File: config.mk
export PLATFORM = sky130hd
export DESIGN_NAME = data_mem_arbiter
export DESIGN_NICKNAME = d
export VERILOG_FILES = /design/src/rtl/data_mem_pkg.sv /design/src/rtl/mem_arb_starve_ctr.sv /design/src/rtl/data_mem_arbiter.sv
export SDC_FILE = /design/constraint.sdc
export NUM_CORES = 1
export LEC_CHECK = 0
export ABC_AREA = 1
export BUFFER_PORTS_ARGS = -buffer_cell sky130_fd_sc_hd__buf_2
export CORE_MARGIN = 2
export CORE_UTILIZATION = 36
export CTS_CLUSTER_DIAMETER = 150
export DETAILED_ROUTE_END_ITERATION = 6
export PLACE_DENSITY = 0.87
export SLEW_MARGIN = 20
export SYNTH_ARGS = -nofsm -noshare
export SYNTH_HDL_FRONTEND = slang
export SYNTH_SLANG_ARGS = --single-unit
File: constraint.sdc
create_clock -name clk -period 1.5 [get_ports clk]
set_clock_uncertainty 0.1 [all_clocks]
set_input_delay 0.15 -clock clk [delete_from_list [all_inputs] [get_ports clk]]
set_output_delay 0.15 -clock clk [all_outputs]
set_load 0.01 [all_outputs]
File: src/rtl/data_mem_pkg.sv
// Shared constants and enums for the data memory arbiter.
package data_mem_pkg;

  localparam int DATA_W    = 16;
  localparam int ADDR_W    = 16;
  localparam int MEM_DEPTH = 256;

  typedef enum logic [0:0] {
    PRI0   = 1'b0,
    FORCE1 = 1'b1
  } arb_state_e;

  typedef enum logic [0:0] {
    PORT0 = 1'b0,
    PORT1 = 1'b1
  } port_e;

endpackage

File: src/rtl/mem_arb_starve_ctr.sv
// Port 1 starvation counter and the two-state arbitration FSM.
//   state  | meaning
//   PRI0   | port 0 has priority
//   FORCE1 | port 1 has waited MAX_WAIT cycles and wins next
module mem_arb_starve_ctr
  import data_mem_pkg::*;
#(
  parameter int MAX_WAIT = 4
) (
  input  logic clk,
  input  logic rst_n,
  input  logic m1_req_i,
  input  logic m1_gnt_i,
  output logic force1_o
);

  localparam logic [3:0] MAX_WAIT_C = 4'(MAX_WAIT);

  arb_state_e state_q;
  logic [3:0] wait_cnt_q;
  logic [3:0] wait_cnt_d;

  always_comb begin
    wait_cnt_d = wait_cnt_q;
    if (!m1_req_i || m1_gnt_i) begin
      wait_cnt_d = 4'd0;
    end else if (wait_cnt_q != 4'hF) begin
      wait_cnt_d = wait_cnt_q + 4'd1;
    end
  end

  // Switching on the incremented count lets port 1 win on cycle MAX_WAIT+1.
  always_ff @(posedge clk or negedge rst_n) begin
    if (!rst_n) begin
      state_q    <= PRI0;
      wait_cnt_q <= 4'd0;
    end else begin
      wait_cnt_q <= wait_cnt_d;
      if (state_q == PRI0) begin
        if (wait_cnt_d >= MAX_WAIT_C) state_q <= FORCE1;
      end else begin
        if (m1_gnt_i || !m1_req_i) state_q <= PRI0;
      end
    end
  end

  assign force1_o = (state_q == FORCE1);

endmodule

File: src/rtl/data_mem_arbiter.sv
// Two-port arbiter in front of a single-port combinational-read data memory,
// with registered read return and out-of-range error pulses.
module data_mem_arbiter #(
  parameter int DATA_W    = data_mem_pkg::DATA_W,
  parameter int ADDR_W    = data_mem_pkg::ADDR_W,
  parameter int MEM_DEPTH = data_mem_pkg::MEM_DEPTH,
  parameter int MAX_WAIT  = 4
) (
  input  logic              clk,
  input  logic              rst_n,
  input  logic              m0_req,
  input  logic              m0_we,
  input  logic [ADDR_W-1:0] m0_addr,
  input  logic [DATA_W-1:0] m0_wdata,
  output logic              m0_gnt,
  output logic              m0_rvalid,
  output logic [DATA_W-1:0] m0_rdata,
  output logic              m0_err,
  input  logic              m1_req,
  input  logic              m1_we,
  input  logic [ADDR_W-1:0] m1_addr,
  input  logic [DATA_W-1:0] m1_wdata,
  output logic              m1_gnt,
  output logic              m1_rvalid,
  output logic [DATA_W-1:0] m1_rdata,
  output logic              m1_err,
  output logic              mem_we,
  output logic [ADDR_W-1:0] mem_addr,
  output logic [DATA_W-1:0] mem_wdata,
  input  logic [DATA_W-1:0] mem_rdata
);

  localparam logic [ADDR_W:0] DEPTH_C = (ADDR_W+1)'(MEM_DEPTH);

  logic               force1;
  logic               any_gnt;
  logic               win_we;
  logic [ADDR_W-1:0]  win_addr;
  logic [DATA_W-1:0]  win_wdata;
  logic               in_range;
  data_mem_pkg::port_e winner;

  logic              m0_rvalid_q, m1_rvalid_q;
  logic              m0_err_q, m1_err_q;
  logic [DATA_W-1:0] m0_rdata_q, m1_rdata_q;

  mem_arb_starve_ctr #(.MAX_WAIT(MAX_WAIT)) u_starve (
    .clk      (clk),
    .rst_n    (rst_n),
    .m1_req_i (m1_req),
    .m1_gnt_i (m1_gnt),
    .force1_o (force1)
  );

  // Grants are masked during reset so nothing reaches the memory.
  assign m0_gnt  = rst_n && m0_req && (!force1 || !m1_req);
  assign m1_gnt  = rst_n && m1_req && (force1 || !m0_req);
  assign any_gnt = m0_gnt || m1_gnt;
  assign winner  = m1_gnt ? data_mem_pkg::PORT1 : data_mem_pkg::PORT0;

  always_comb begin
    win_we    = 1'b0;
    win_addr  = '0;
    win_wdata = '0;
    if (m0_gnt) begin
      win_we    = m0_we;
      win_addr  = m0_addr;
      win_wdata = m0_wdata;
    end else if (m1_gnt) begin
      win_we    = m1_we;
      win_addr  = m1_addr;
      win_wdata = m1_wdata;
    end
  end

  assign in_range  = ({1'b0, win_addr} < DEPTH_C);
  assign mem_we    = win_we && in_range;
  assign mem_addr  = win_addr;
  assign mem_wdata = win_wdata;

  always_ff @(posedge clk or negedge rst_n) begin
    if (!rst_n) begin
      m0_rvalid_q <= 1'b0;
      m1_rvalid_q <= 1'b0;
      m0_err_q    <= 1'b0;
      m1_err_q    <= 1'b0;
      m0_rdata_q  <= '0;
      m1_rdata_q  <= '0;
    end else begin
      m0_rvalid_q <= any_gnt && !win_we && (winner == data_mem_pkg::PORT0);
      m1_rvalid_q <= any_gnt && !win_we && (winner == data_mem_pkg::PORT1);
      m0_err_q    <= any_gnt && !in_range && (winner == data_mem_pkg::PORT0);
      m1_err_q    <= any_gnt && !in_range && (winner == data_mem_pkg::PORT1);
      if (any_gnt && !win_we) begin
        if (winner == data_mem_pkg::PORT0) m0_rdata_q <= in_range ? mem_rdata : '0;
        else                               m1_rdata_q <= in_range ? mem_rdata : '0;
      end
    end
  end

  assign m0_rvalid = m0_rvalid_q;
  assign m1_rvalid = m1_rvalid_q;
  assign m0_err    = m0_err_q;
  assign m1_err    = m1_err_q;
  assign m0_rdata  = m0_rdata_q;
  assign m1_rdata  = m1_rdata_q;

endmodule
* After elaboration in Yosys (flattened, before gate mapping)
Cells that the tools add are included.
W data, S select, Z words.
** Storage, ports and cells
- Output and inout port bits :: 71
- Bits of input ports :: 86
- Register bits :: 41
- Logic and storage cells :: 48
** Cells by class
- Add/subtract/negate cells :: 1
- Order comparisons :: 2
- Bitwise gates (word level) :: 1
- Muxes and demuxes :: 13
- Reductions and logical operators :: 22
- Equal/unequal tests :: 1
** Operators by type and width (number)
- $mux W16 :: 5
- $lt A16 B9 Y1 const B :: 1
- $logic_and A1 B1 Y1 :: 11
- $mux W4 :: 2
- $mux W1 :: 6
- $logic_not A1 Y1 :: 5
- $add A4 B1 Y4 const B :: 1
- $ge A4 B3 Y1 const B :: 1
- $logic_or A1 B1 Y1 :: 4
- $ne A4 B4 Y1 const B :: 1
- $reduce_and A2 Y1 :: 2
- $not A1 Y1 :: 1

* Longest topological paths before layout
- Depth in word-level cells :: 9
- Gate-level depth with buffers :: 10
- Gate-level depth less buffers :: 9

* Hierarchy
From an unflattened synthesis, not the netlist that was laid out.
** Unflattened totals
- Cell total of the unflattened synthesis :: 251
- Area, all modules :: 2140.8 sq um
** Modules (own cells, without submodules)
- data_mem_arbiter :: cells an instance 219, instances 1, seq. area each 900.9 sq um, area each 1883.1 sq um
- mem_arb_starve_ctr :: cells an instance 32, instances 1, seq. area each 125.1 sq um, area each 257.7 sq um

* Least setup slack after synthesis
No wires, ideal clock.
- Path type :: reg2reg
- Start point :: register u_starve.state_q (netlist: u_starve.force1_o)
- End point :: register m1_rdata_q[5] (netlist: m1_rdata[5])
- Arrival :: 1.414 ns
- Path buffers :: 1
- Path slack :: -0.080 ns
- Stages on the path, launching flop included :: 11
- Data required time :: 1.335 ns
- Setup time :: 0.065 ns
- Clock period less this slack :: 1.580 ns
- Cell sequence :: dfrtp_1 inv_2 nand2_2 nand3_1 nand2_1 nor2_1 nand2_1 nor2_4 buf_6 nand3_1 nand2_1
** Between the ends
- Elaborated cells on any way between the ends :: 16
- Classes of those cells :: 1 x order compare; 6 x mux; 9 x reduce/logical
** RTL lines
- from (decl) :: line mem_arb_starve_ctr.sv:19 : arb_state_e state_q;
- from (signal assigned) :: line mem_arb_starve_ctr.sv:35 : state_q <= PRI0;
- from (signal assigned) :: line mem_arb_starve_ctr.sv:40 : if (wait_cnt_d >= MAX_WAIT_C) state_q <= FORCE1;
- from (signal assigned) :: line mem_arb_starve_ctr.sv:42 : if (m1_gnt_i || !m1_req_i) state_q <= PRI0;
- $logic_or A1 B1 Y1 / $logic_not A1 Y1 (equally long branches) :: line data_mem_arbiter.sv:57, data_mem_arbiter.sv:56
- $logic_and A1 B1 Y1 / $logic_or A1 B1 Y1 (equally long branches) :: line data_mem_arbiter.sv:57, data_mem_arbiter.sv:56
- $mux W16 / $logic_and A1 B1 Y1 (equally long branches) :: line data_mem_arbiter.sv:69, data_mem_arbiter.sv:56
- $mux W16 (*) :: line data_mem_arbiter.sv:65 : if (m0_gnt) begin
- named net mem_addr[12] :: line data_mem_arbiter.sv:28 : output logic [ADDR_W-1:0] mem_addr,
- $lt A16 B9 Y1 (*) :: line data_mem_arbiter.sv:76 : assign in_range = ({1'b0, win_addr} < DEPTH_C);
- $mux W16 (*) :: line data_mem_arbiter.sv:96 : else m1_rdata_q <= in_range ? mem_rdata : '0;
- to (signal assigned) :: line data_mem_arbiter.sv:96
- to (decl) :: line data_mem_arbiter.sv:45 : logic [DATA_W-1:0] m0_rdata_q, m1_rdata_q;
The timed path passes the listed nets; every way through them passes the cells marked *.
A chain may end at the register's enable or synchronous reset.

* Final worst setup path
- Start point :: register u_starve.state_q (netlist: u_starve.force1_o)
- End point :: output port mem_we
** Between the ends
- Cells in the longest elaborated chain, start to end :: 6
- Elaborated cells on any way between the ends :: 11
- Classes of those cells :: 1 x order compare; 4 x mux; 6 x reduce/logical
** Ends and longest elaborated chain
- $logic_or A1 B1 Y1 / $logic_not A1 Y1 (equally long branches) :: line data_mem_arbiter.sv:57, data_mem_arbiter.sv:56
- $logic_and A1 B1 Y1 / $logic_or A1 B1 Y1 (equally long branches) :: line data_mem_arbiter.sv:57, data_mem_arbiter.sv:56
- $mux W16 / $logic_and A1 B1 Y1 (equally long branches) :: line data_mem_arbiter.sv:69, data_mem_arbiter.sv:56
- $mux W16 :: line data_mem_arbiter.sv:65
- $lt A16 B9 Y1 :: line data_mem_arbiter.sv:76
- $logic_and A1 B1 Y1 (*) :: line data_mem_arbiter.sv:77 : assign mem_we = win_we && in_range;
- to (decl) :: line data_mem_arbiter.sv:27 : output logic mem_we,
Every way passes the cells marked *; elsewhere a longest branch is shown, timed or not.

==> impl_metrics.toml <==
[status]
run_status = "finished, violations left"
violations = "negative setup slack"

[logic_synthesis]
synth_area_mm2 = 0.00211
postSynthCellCount = 245
syn_nets = 332
yosys.cell_types.count = 26
synth_seq_cells = 41
yosysWarningCount = 0
yosysSeqAreaShare = 0.485
synth_area_per_cell_um2 = 8.63

[power_and_ir_drop]
power_mw = 3.24
power_density_mw_per_mm2 = 878
power.static_leakage_nw = 2.16
vdd_drop_max_mv = 0.607

[floorplan]
die-area_mm2 = 0.00650
fp.dieW_um = 80.6
start_util = 0.379
pin_count = 157
die_height_um = 80.6
std_cell_rows = 27
design.core.area_mm2 = 0.00557

[sta]
min_period_ns = 1.90
finalHoldViolCount = 0
max_slew_margin = 0.650
final-max-slew-violation-count = 0
tns_ns = -19.28
worst_slack_ns = -0.404
period_share = 1.27
fmax_mhz = 525
tightest_slew_ns = 0.525
hold_slack_ns = 0.00551
setup_violations = 66
rsz0062_at_grt = "yes"

[cells_and_area]
area_growth_pct = 74.5
fin_util = 0.662
final_cells = 508
finalNetCount = 522
fin_area_mm2 = 0.00369
drive_above_1_share = 0.557
diodes = 0

[routing]
met3WireLength_um = 502
vias = 2571
drt-met1-wl_um = 3160
vias_per_cell = 5.06
wl_per_cell_um = 15.7
drt_iter0_markers = 148
antenna_left = 0
route.met2.wl_um = 4160
drc = 0
drt-total-wl_um = 7960
dr.pass1.iters = 4
top_layer = "met4"

[global_routing]
antenna_found_initial = 0
grt_pass1_wl_um = 11100
overflow = 0
grt_max_degree = 41
grt_pass1_vias = 2441
gr-usage-all-layers = 0.222

[hold_path]
hold_path.class = "in2reg"

[setup_path]
worstPathRequired_ns = 1.25
cp_common_cell = "nand2_2"
cp_max_fo = 5
crit_family = "simple AND/OR/NAND/NOR gates"
critical_path_buf_inv_count = 2
cp.arrival_ns = 1.65
crit_path_max_incr_delay_ns = 0.46
path_cells = "inv_4 > nand2_4 > nand3_2 > nand2_2 > nor2_4 > nand2_2 > nor3b_2 > buf_2"
cp-start-kind = "flip-flop"
crit_path_top_delay_cell = "dfrtp_2"
path_class = "reg2out"
end_kind = "output port"

[clocking]
htree_levels = 2
clock_latency_ns = 0.29
clkSlewWorstSetupHoldPaths_ns = 0.08
clk_path_buf_depth = 2
clock-sinks = 41
cts_tree = "done"
cts-buffers-inserted = 5
cts-root-buf = "clkbuf_8"

[place]
dp_slack_ns = -0.149
dp.cells = 475
dpl_cell_area_mm2 = 0.00306
gp_congestion = 0.797
port_buffers = 156
place_hpwl_um = 5160

[job]
maxCapViolations = 0
==> state kept, by name, indices dropped and copies added (netlist names) <==
register             cells
u_starve.wait_cnt_q      4
m0_err                   1
m1_err                   1
m0_rvalid                1
u_starve.force1_o        1
m0_rdata                16
m1_rdata                16
m1_rvalid                1
==> kinds of logic after synthesis <==
family,count (synthesis),synth area share
AO/OA/AOI/OAI,28,0.117
XOR/XNOR,2,0.00829
adder cells (fa/ha/maj),1,0.00592
buffers and inverters,23,0.0657
flip-flops,41,0.485
AND/OR/NAND/NOR,150,0.317
==> final timing paths <==
check                           depth (start not counted)  slack (ns)                           to                         from
worst max-delay path                                    8       -0.40                       mem_we  u_starve.force1_o$_DFF_PN0_
worst min-delay path                                    3       0.006      m0_rdata[4]$_DFFE_PN0P_                 mem_rdata[4]
worst max register to register                         12       -0.38      m0_rdata[7]$_DFFE_PN0P_  u_starve.force1_o$_DFF_PN0_
worst min register to register                          2        0.38      m0_rdata[9]$_DFFE_PN0P_      m0_rdata[9]$_DFFE_PN0P_
max in group asynchronous                               3        0.40      m1_rdata[1]$_DFFE_PN0P_                        rst_n
min in group asynchronous                               3        0.35  u_starve.force1_o$_DFF_PN0_                        rst_n
==> layout make-up <==
type,instances,area [µm²]
Clock inverter,1,30.0
Fill cell,476,1890
Multi-Input combinational cell,183,1130
Clock buffer,7,86.3
Inverter,12,65.1
Sequential cell,41,1030
Tap cell,72,90.1
Timing Repair Buffer,192,1260
==> cell usage after synthesis, drive strengths merged <==
library cell / n / share of area
a31oi: 1 / 0.0030
or2: 1 / 0.0030
a22o: 24 / 0.099
dfrtp: 41 / 0.49
nor2: 15 / 0.031
inv: 12 / 0.026
a211oi: 1 / 0.0095
o21ai: 1 / 0.0024
nor3b: 1 / 0.0036
buf: 9 / 0.036
xor2: 1 / 0.0041
o22ai: 1 / 0.0030
nand2: 83 / 0.16
nand3: 50 / 0.12
clkbuf: 2 / 0.0036
ha: 1 / 0.0059
xnor2: 1 / 0.0041
==> power by group <==
group	switching (mW)	total [mW]	internal (mW)
Sequential	0.0714	1.30	1.23
Combinational	0.531	1.02	0.493
Clock	0.373	0.916	0.543
Total	0.975	3.24	2.26
==> cells in the final DEF, fill, tap and decap left out, drive strengths merged, types with 5 or more instances in the layout <==
cell,instances
buf,184
nand2,85
nand3,50
dfrtp,41
a22o,24
nor2,15
inv,12
clkbuf,10
dlygate4sd3,5
==> worst reg2reg max path, stage by stage (launching register included) <==
cell     delay, ns
dfrtp_2       0.46
inv_4         0.10
nand2_4       0.09
nand3_2       0.09
nand2_2       0.07
nor2_4        0.12
nand2_2       0.07
buf_4         0.14
nor2_4        0.20
buf_6         0.13
buf_12        0.11
nand3_1       0.07
nand2_1       0.07
==> per-layer routing <==
metal,up-vias,track usage
met5,-,0
met4,0,0.0593
met3,15,0.0438
met2,124,0.398
met1,1219,0.270
li1,1213,-
==> what timing repair did <==
item,CTS,global route
hold buffers,5,0
gates resized for setup,28,35
gates cloned,4,5
hold endpoints to repair,46,0
endpoints found under the setup margin,63,72
pin swaps,10,35
buffers inserted,10,4
No activity file was read; power rests on OpenSTA's default activity.
